File: src/rtl/cpu_pkg.sv
// Shared CPU definitions: B-operand source encoding and default datapath width.
package cpu_pkg;

  localparam int CPU_DATA_W = 8;

  typedef enum logic [1:0] {
    BSEL_REG  = 2'b00,
    BSEL_IMM  = 2'b01,
    BSEL_LAST = 2'b10,
    BSEL_SW   = 2'b11
  } b_sel_e;

endpackage

File: src/rtl/sw_debounce.sv
// Two-flop synchroniser plus stability-count debouncer for a bank of switch inputs.
module sw_debounce #(
  parameter int W            = 8,
  parameter int DEBOUNCE_CYC = 4
) (
  input  logic         clk,
  input  logic         rst_n,
  input  logic [W-1:0] raw,
  output logic [W-1:0] value,
  output logic         changed
);

  localparam int CNT_W = $clog2(DEBOUNCE_CYC + 1);
  localparam logic [CNT_W-1:0] CNT_MAX = CNT_W'(DEBOUNCE_CYC);

  if (DEBOUNCE_CYC < 1) begin : g_bad_cyc
    $error("sw_debounce: DEBOUNCE_CYC must be at least 1");
  end

  logic [W-1:0]     sync1_q, sync2_q;
  logic [W-1:0]     cand_q, cand_d;
  logic [W-1:0]     value_q, value_d;
  logic [CNT_W-1:0] cnt_q, cnt_d, cnt_nxt;
  logic             changed_q, changed_d;

  // The candidate restarts the count at 1; reaching the limit accepts it at once.
  always_comb begin
    cand_d    = cand_q;
    value_d   = value_q;
    cnt_d     = cnt_q;
    cnt_nxt   = '0;
    changed_d = 1'b0;
    if (sync2_q == value_q) begin
      cnt_d = '0;
    end else begin
      if (sync2_q != cand_q) begin
        cand_d  = sync2_q;
        cnt_nxt = CNT_W'(1);
      end else begin
        cnt_nxt = cnt_q + CNT_W'(1);
      end
      if (cnt_nxt == CNT_MAX) begin
        value_d   = sync2_q;
        cnt_d     = '0;
        changed_d = 1'b1;
      end else begin
        cnt_d = cnt_nxt;
      end
    end
  end

  always_ff @(posedge clk or negedge rst_n) begin
    if (!rst_n) begin
      sync1_q   <= '0;
      sync2_q   <= '0;
      cand_q    <= '0;
      value_q   <= '0;
      cnt_q     <= '0;
      changed_q <= 1'b0;
    end else begin
      sync1_q   <= raw;
      sync2_q   <= sync1_q;
      cand_q    <= cand_d;
      value_q   <= value_d;
      cnt_q     <= cnt_d;
      changed_q <= changed_d;
    end
  end

  assign value   = value_q;
  assign changed = changed_q;

endmodule

File: src/rtl/b_operand_sel.sv
// Registered ALU B-operand selector with valid/stall hold and debounced switch source.
module b_operand_sel
  import cpu_pkg::*;
#(
  parameter int DATA_W       = CPU_DATA_W,
  parameter int IMM_W        = 4,
  parameter int DEBOUNCE_CYC = 4
) (
  input  logic              clk,
  input  logic              rst_n,
  input  logic [1:0]        b_sel,
  input  logic              sel_valid,
  input  logic              stall,
  input  logic [DATA_W-1:0] b_data,
  input  logic [IMM_W-1:0]  imm,
  input  logic              imm_signed,
  input  logic [DATA_W-1:0] in_switch,
  output logic [DATA_W-1:0] b_bus,
  output logic              b_valid,
  output logic [DATA_W-1:0] sw_value,
  output logic              sw_changed
);

  if (IMM_W > DATA_W || IMM_W < 1) begin : g_bad_imm
    $error("b_operand_sel: IMM_W must be in 1..DATA_W");
  end

  logic [DATA_W-1:0] b_bus_q, b_bus_d;
  logic              b_valid_q, b_valid_d;
  logic [DATA_W-1:0] imm_ext;
  logic [DATA_W-1:0] src;
  b_sel_e            sel;

  sw_debounce #(
    .W            (DATA_W),
    .DEBOUNCE_CYC (DEBOUNCE_CYC)
  ) u_sw_debounce (
    .clk     (clk),
    .rst_n   (rst_n),
    .raw     (in_switch),
    .value   (sw_value),
    .changed (sw_changed)
  );

  always_comb begin
    imm_ext = '0;
    imm_ext[IMM_W-1:0] = imm;
    for (int i = IMM_W; i < DATA_W; i++) begin
      imm_ext[i] = imm_signed & imm[IMM_W-1];
    end
  end

  // Switch source takes the already-registered debounced value, never the in-flight update.
  assign sel = b_sel_e'(b_sel);

  always_comb begin
    src = b_bus_q;
    case (sel)
      BSEL_REG:  src = b_data;
      BSEL_IMM:  src = imm_ext;
      BSEL_LAST: src = b_bus_q;
      BSEL_SW:   src = sw_value;
      default:   src = b_bus_q;
    endcase
  end

  always_comb begin
    b_bus_d   = b_bus_q;
    b_valid_d = b_valid_q;
    if (!stall) begin
      b_valid_d = sel_valid;
      if (sel_valid) begin
        b_bus_d = src;
      end
    end
  end

  always_ff @(posedge clk or negedge rst_n) begin
    if (!rst_n) begin
      b_bus_q   <= '0;
      b_valid_q <= 1'b0;
    end else begin
      b_bus_q   <= b_bus_d;
      b_valid_q <= b_valid_d;
    end
  end

  assign b_bus   = b_bus_q;
  assign b_valid = b_valid_q;

endmodule

File: config.mk
export PLATFORM = sky130hd
export DESIGN_NAME = b_operand_sel
export DESIGN_NICKNAME = d
export VERILOG_FILES = /design/src/rtl/cpu_pkg.sv /design/src/rtl/sw_debounce.sv /design/src/rtl/b_operand_sel.sv
export SDC_FILE = /design/constraint.sdc
export NUM_CORES = 1
export LEC_CHECK = 0
export CAP_MARGIN = 40
export CORE_UTILIZATION = 48
export DETAILED_ROUTE_END_ITERATION = 6
export PLACE_DENSITY = 0.78
export SETUP_SLACK_MARGIN = 0.15
export SYNTH_ARGS = -nofsm -noshare
export SYNTH_HDL_FRONTEND = slang
export SYNTH_SLANG_ARGS = --single-unit
export TNS_END_PERCENT = 100
File: constraint.sdc
create_clock -name clk -period 2.9 [get_ports clk]
set_input_delay 0.87 -clock clk [delete_from_list [all_inputs] [get_ports clk]]
set_output_delay 0.87 -clock clk [all_outputs]
set_load 0.02 [all_outputs]
* Word level (Yosys, flattened, before mapping) *
Cells that the tools add are included.

word-level totals
  register bits = 45
  bits of input ports = 27
  output and inout port bits = 18
  word-level logic and storage cells = 30

operators by class
  add/subtract/negate cells = 1
  equal/unequal tests = 6
  mux-type cells = 7
  bitwise gates (word level) = 4
  reductions and logical operators = 4

operators with widths
  cell                                                                   number
  8-bit one-hot mux with 3 select lines                                  1
  3-bit two-way mux                                                      4
  8-bit equality test                                                    1
  8-bit inequality test                                                  1
  2-bit equality test, second input constant                             2
  2-bit AND reduction                                                    2
  3-bit by 1-bit adder with 3-bit output, second input constant          1
  3-bit equality test, second input constant                             1
  1-bit inverter                                                         3
  3-bit AND reduction                                                    1
  2-bit by 1-bit equality test with 1-bit output, second input constant  1
  2-bit zero test                                                        1
  1-bit two-way mux                                                      2
  1-bit bitwise AND                                                      1

* Depth between registers and ports, before layout *
  word-level depth = 6
  gate-level depth with buffers = 6
  gate-level depth less buffers = 5

* Hierarchy *
Synthesis repeated with hierarchy kept, for this count alone.

second synthesis, totals
  cells, all modules = 131
  area total of the unflattened synthesis = 1,949.4 um^2

by module, submodules not included
  module         instances  cells each  area each (um^2)  sequential area each (um^2)
  sw_debounce    1          84          1,392.6           900.9
  b_operand_sel  1          47          556.8             225.2

* Worst setup path before layout *
Ideal clock, no wire load.

  path type = register to register
  from = register u_sw_debounce.sync2_q[5]
  to = register u_sw_debounce.value_q[0], in the netlist u_sw_debounce.value[0]
  library setup time = 0.125 ns
  data arrival time = 1.960 ns
  data required time = 2.775 ns
  setup slack = 0.815 ns
  cell stages (with the launch flop) = 7
  path buffers = 1
  clock period less this slack = 2.085 ns
  cell sequence = dfrtp_1 > xor2_1 > nor4_4 > nand2_2 > or4_1 > buf_4 > mux2_4

on the way
  word-level cells in the longest chain between the ends = 5
  elaborated cells between the ends (all ways) = 7
  those cells by class = eq/ne (3); mux (2); bitwise (1); reduce/logical (1)

ends and longest elaborated chain
  element                                   RTL line           RTL
  from (decl)                               sw_debounce.sv:20  logic [W-1:0] sync1_q, sync2_q;
  from (signal assigned)                    sw_debounce.sv:62  sync2_q <= sync1_q;
  8-bit inequality test                     sw_debounce.sv:36  if (sync2_q != cand_q) begin
  3-bit two-way mux                         sw_debounce.sv:36
  3-bit two-way mux                         sw_debounce.sv:33  if (sync2_q == value_q) begin
  3-bit equality test                       sw_debounce.sv:42  if (cnt_nxt == CNT_MAX) begin
  2-bit AND reduction (no source line) (*)  --
  to (signal assigned)                      sw_debounce.sv:64  value_q <= value_d;
  to (decl)                                 sw_debounce.sv:22  logic [W-1:0] value_q, value_d;

Mark *: on every way between the ends. The rest lies on a longest branch, timed or not. The select of a mux whose other input is x is not followed.
A chain may end at the register's enable or synchronous reset.

* Final worst setup path *
  from = register u_sw_debounce.sync2_q[2]
  to = register u_sw_debounce.value_q[5], in the netlist u_sw_debounce.value[5]

Same word-level chain as after synthesis.

==> flow_summary.ini <==
[drt]
firstDrtPassIters = 4
avgViaCountPerCell = 5.17
route.vias.total = 1209
wl_per_cell_um = 13.4
drt-initial-drc-count = 75
detail_route.wirelength.met1_um = 1300
met3_wirelength_um = 241
met2RoutedLength_um = 1500
maxUsedRoutingLayer = met4
drcViolationCount = 0
wirelength_um = 3130
remaining_antenna_violation_count_after_routing = 0

[sta]
period_share = 0.820
fmax_ghz = 0.420
setup_violations = 0
slew-limit-headroom = 0.509
grt_setup_unrepaired = no
tightest_slew_ns = 0.737
setup_total_negative_slack_ns = 0
whs_ns = 0.350
timing.final.crit_period_ns = 2.38
finalMaxSlewViolations = 0
timing_hold_violations_final = 0
finalClockSkew_ns = 0.00564

[grt]
globalRoute.totalOverflow = 0
antenna_found_initial = 0
grt_start_max_net_pins = 37
vias_in_the_first_global_route = 1260
grt_pass1_wl_um = 5440
grt_usage = 0.179

[pwr]
power_w = 0.00124
power_density_nw_per_um2 = 506
power.sequential.fraction = 0.554
pwr-share-comb = 0.146
internal_power_w = 0.000951
max_vdd_drop_v = 0.000324
p_leak_nw = 1.07
power.share.clock = 0.299
swShare = 0.235
net-switching-power_w = 0.000292

[worst_setup_path]
timing.critical_path.from_type = flip-flop
worstSetupEndpointType = flip-flop
worst-path-max-fanout = 8
crit_family = simple AND/OR/NAND/NOR gates
slowest_delay_ns = 0.78
cp.required_ns = 3.08
crit_chain = xor2_1, nor4_4, nand2_2, or4_1, mux2_4
setup.worst_path.class = flip-flop to flip-flop
critPathArrivalTime_ns = 2.56
critical_path.slowest_cell = sky130_fd_sc_hd__or4_1
path_buf_inv = 0

[die]
num_io_pins = 45
chipHeight_um = 64.4
dieWidth_um = 64.4
core_area_um2 = 3690
std_cell_rows = 22
die_area_um2 = 4150
start_util = 0.507

[clock_tree]
worst_skew_pair.late_latency_ns = 0.29
cts_made_buffers = 5
post_cts_buffers = 0
tritoncts_clock_tree = yes
cts-resized-gates = 0
hold_buffers = 0
clock_tree.htree_level_count = 2
clk_pin_slew_worst_paths_ns = 0.07
cts-root-buf = sky130_fd_sc_hd__clkbuf_8
maximum_count_of_clock_buffers_along_a_single_path = 2
clock_sink_count = 45

[finish]
final_cell_mix = 45 x sky130_fd_sc_hd__dfrtp_1, 43 x sky130_fd_sc_hd__clkdlybuf4s50_1, 9 x sky130_fd_sc_hd__xnor2_1, 9 x sky130_fd_sc_hd__nand2_1, 9 x sky130_fd_sc_hd__mux2_2
flow.area_growth_from_synthesis_pct = 31.4
antennaDiodeCount = 0
final_layout_net_count = 214
fillCellCount = 279
drive_gt1_frac = 0.156
final_area_um2 = 2460
final_common_cell = sky130_fd_sc_hd__dfrtp_1
final_core_util = 0.666

[synth]
synth_area_um2 = 1870
synth_seq_area_share = 0.602
asyncSetResetFlopFracSynth = 1.00
yosysTopAreaCell = sky130_fd_sc_hd__dfrtp_1
ys.flop_type = sky130_fd_sc_hd__dfrtp_1
netlist_instances = 138
netlist-cell-type-count = 25
yosysWarningCount = 0
number_of_enable_flip_flop_cells_after_synthesis = 0
main_area_contributors_after_synthesis = sky130_fd_sc_hd__dfrtp_1 60%, sky130_fd_sc_hd__mux2_4 6.4%, sky130_fd_sc_hd__mux2_2 5.4%, sky130_fd_sc_hd__xnor2_1 4.2%, sky130_fd_sc_hd__xor2_1 3.7%
yosys.area.top_type_share = 0.602
synth.ff_latch_count = 45
mappedNetlistNets = 166
syn_avg_cell_area_um2 = 13.6

[place]
gp_congestion = 0.766
place_hpwl_um = 2380
place.port_buffers = 44
detailed_place.area_um2 = 2370

[min_path]
holdCritPathClass = flip-flop to flip-flop

[run]
max-cap-violations = 0

[outcome]
run_status = complete, no violations
==> sequential cells by signal, summed over array words and instances (netlist names) <==
register               count
b_bus                      8
u_sw_debounce.cand_q       8
u_sw_debounce.sync1_q      8
u_sw_debounce.sync2_q      8
u_sw_debounce.value        8
u_sw_debounce.cnt_q        3
b_valid                    1
u_sw_debounce.changed      1
==> path summary, 6_finish.rpt <==
check,startpoint,slack (ns),end,cells after the start
worst max register to register,u_sw_debounce.sync2_q[2],0.52,u_sw_debounce.value[5],5
min in group asynchronous,rst_n,0.43,b_bus[6],1
max in group asynchronous,rst_n,2.01,u_sw_debounce.cand_q[1],2
worst min-delay path,u_sw_debounce.sync1_q[3],0.35,u_sw_debounce.sync2_q[3],0
worst min register to register,u_sw_debounce.sync1_q[3],0.35,u_sw_debounce.sync2_q[3],0
worst max-delay path,u_sw_debounce.sync2_q[2],0.52,u_sw_debounce.value[5],5
==> cell type report <==
cell class | count | area [um^2] | area share
flip-flops and latches | 45 | 1130 | 0.458
repair buffers | 46 | 463 | 0.188
well taps | 48 | 60.1 | 0.0244
clock buffers | 7 | 86.3 | 0.0351
multi-input cells | 88 | 722 | 0.294
==> synthesized netlist by cell type, drive strengths merged (2+ instances only) <==
cell     n
nor2     6
xor2     8
a211oi   4
a21oi    5
nand4    2
dfrtp   45
nand2b   2
mux2    17
xnor2    9
mux2i    4
nor4     3
nand2   10
clkbuf   4
o21ai    8
a21o     4
==> worst reg2reg max path: stages (launching register included) <==
cell,delay [ns]
sky130_fd_sc_hd__dfrtp_1,0.43
sky130_fd_sc_hd__xor2_1,0.18
sky130_fd_sc_hd__nor4_4,0.37
sky130_fd_sc_hd__nand2_2,0.12
sky130_fd_sc_hd__or4_1,0.78
sky130_fd_sc_hd__mux2_4,0.39
==> per-stage QoR <==
| step | setup WS (ns) | cells |
|---|---|---|
| CTS | 0.507 | 234 |
| detailed placement | 0.310 | 227 |
| global placement | 0.445 | 226 |
| global route | 0.399 | 234 |
| finish | 0.522 | 234 |
| floorplan | 0.815 | 138 |
==> layer usage <==
| metal | up-vias | global-route usage |
|---|---|---|
| li1 | 572 | - |
| met1 | 577 | 0.186 |
| met2 | 52 | 0.314 |
| met3 | 8 | 0.0651 |
| met4 | 0 | 0.0917 |
| met5 | - | 0 |
==> cell families after synthesis <==
logic type,share of synthesized area
flops,0.602
simple gates,0.0896
compound gates,0.0702
mux,0.140
xor+xnor,0.0796
buf+inv,0.0120
fa+ha+maj,0.00669
==> power by group through the flow <==
stage                     logic (W)  registers, W  clock network (W)
after global routing       0.000199      0.000693           0.000414
after floorplan           0.0000605      0.000721                  0
after global placement     0.000176      0.000698                  0
final                      0.000182      0.000689           0.000372
after detailed placement   0.000184      0.000701                  0
after CTS                  0.000185      0.000689           0.000388
Note: power is estimated with default switching activity, not from simulation.
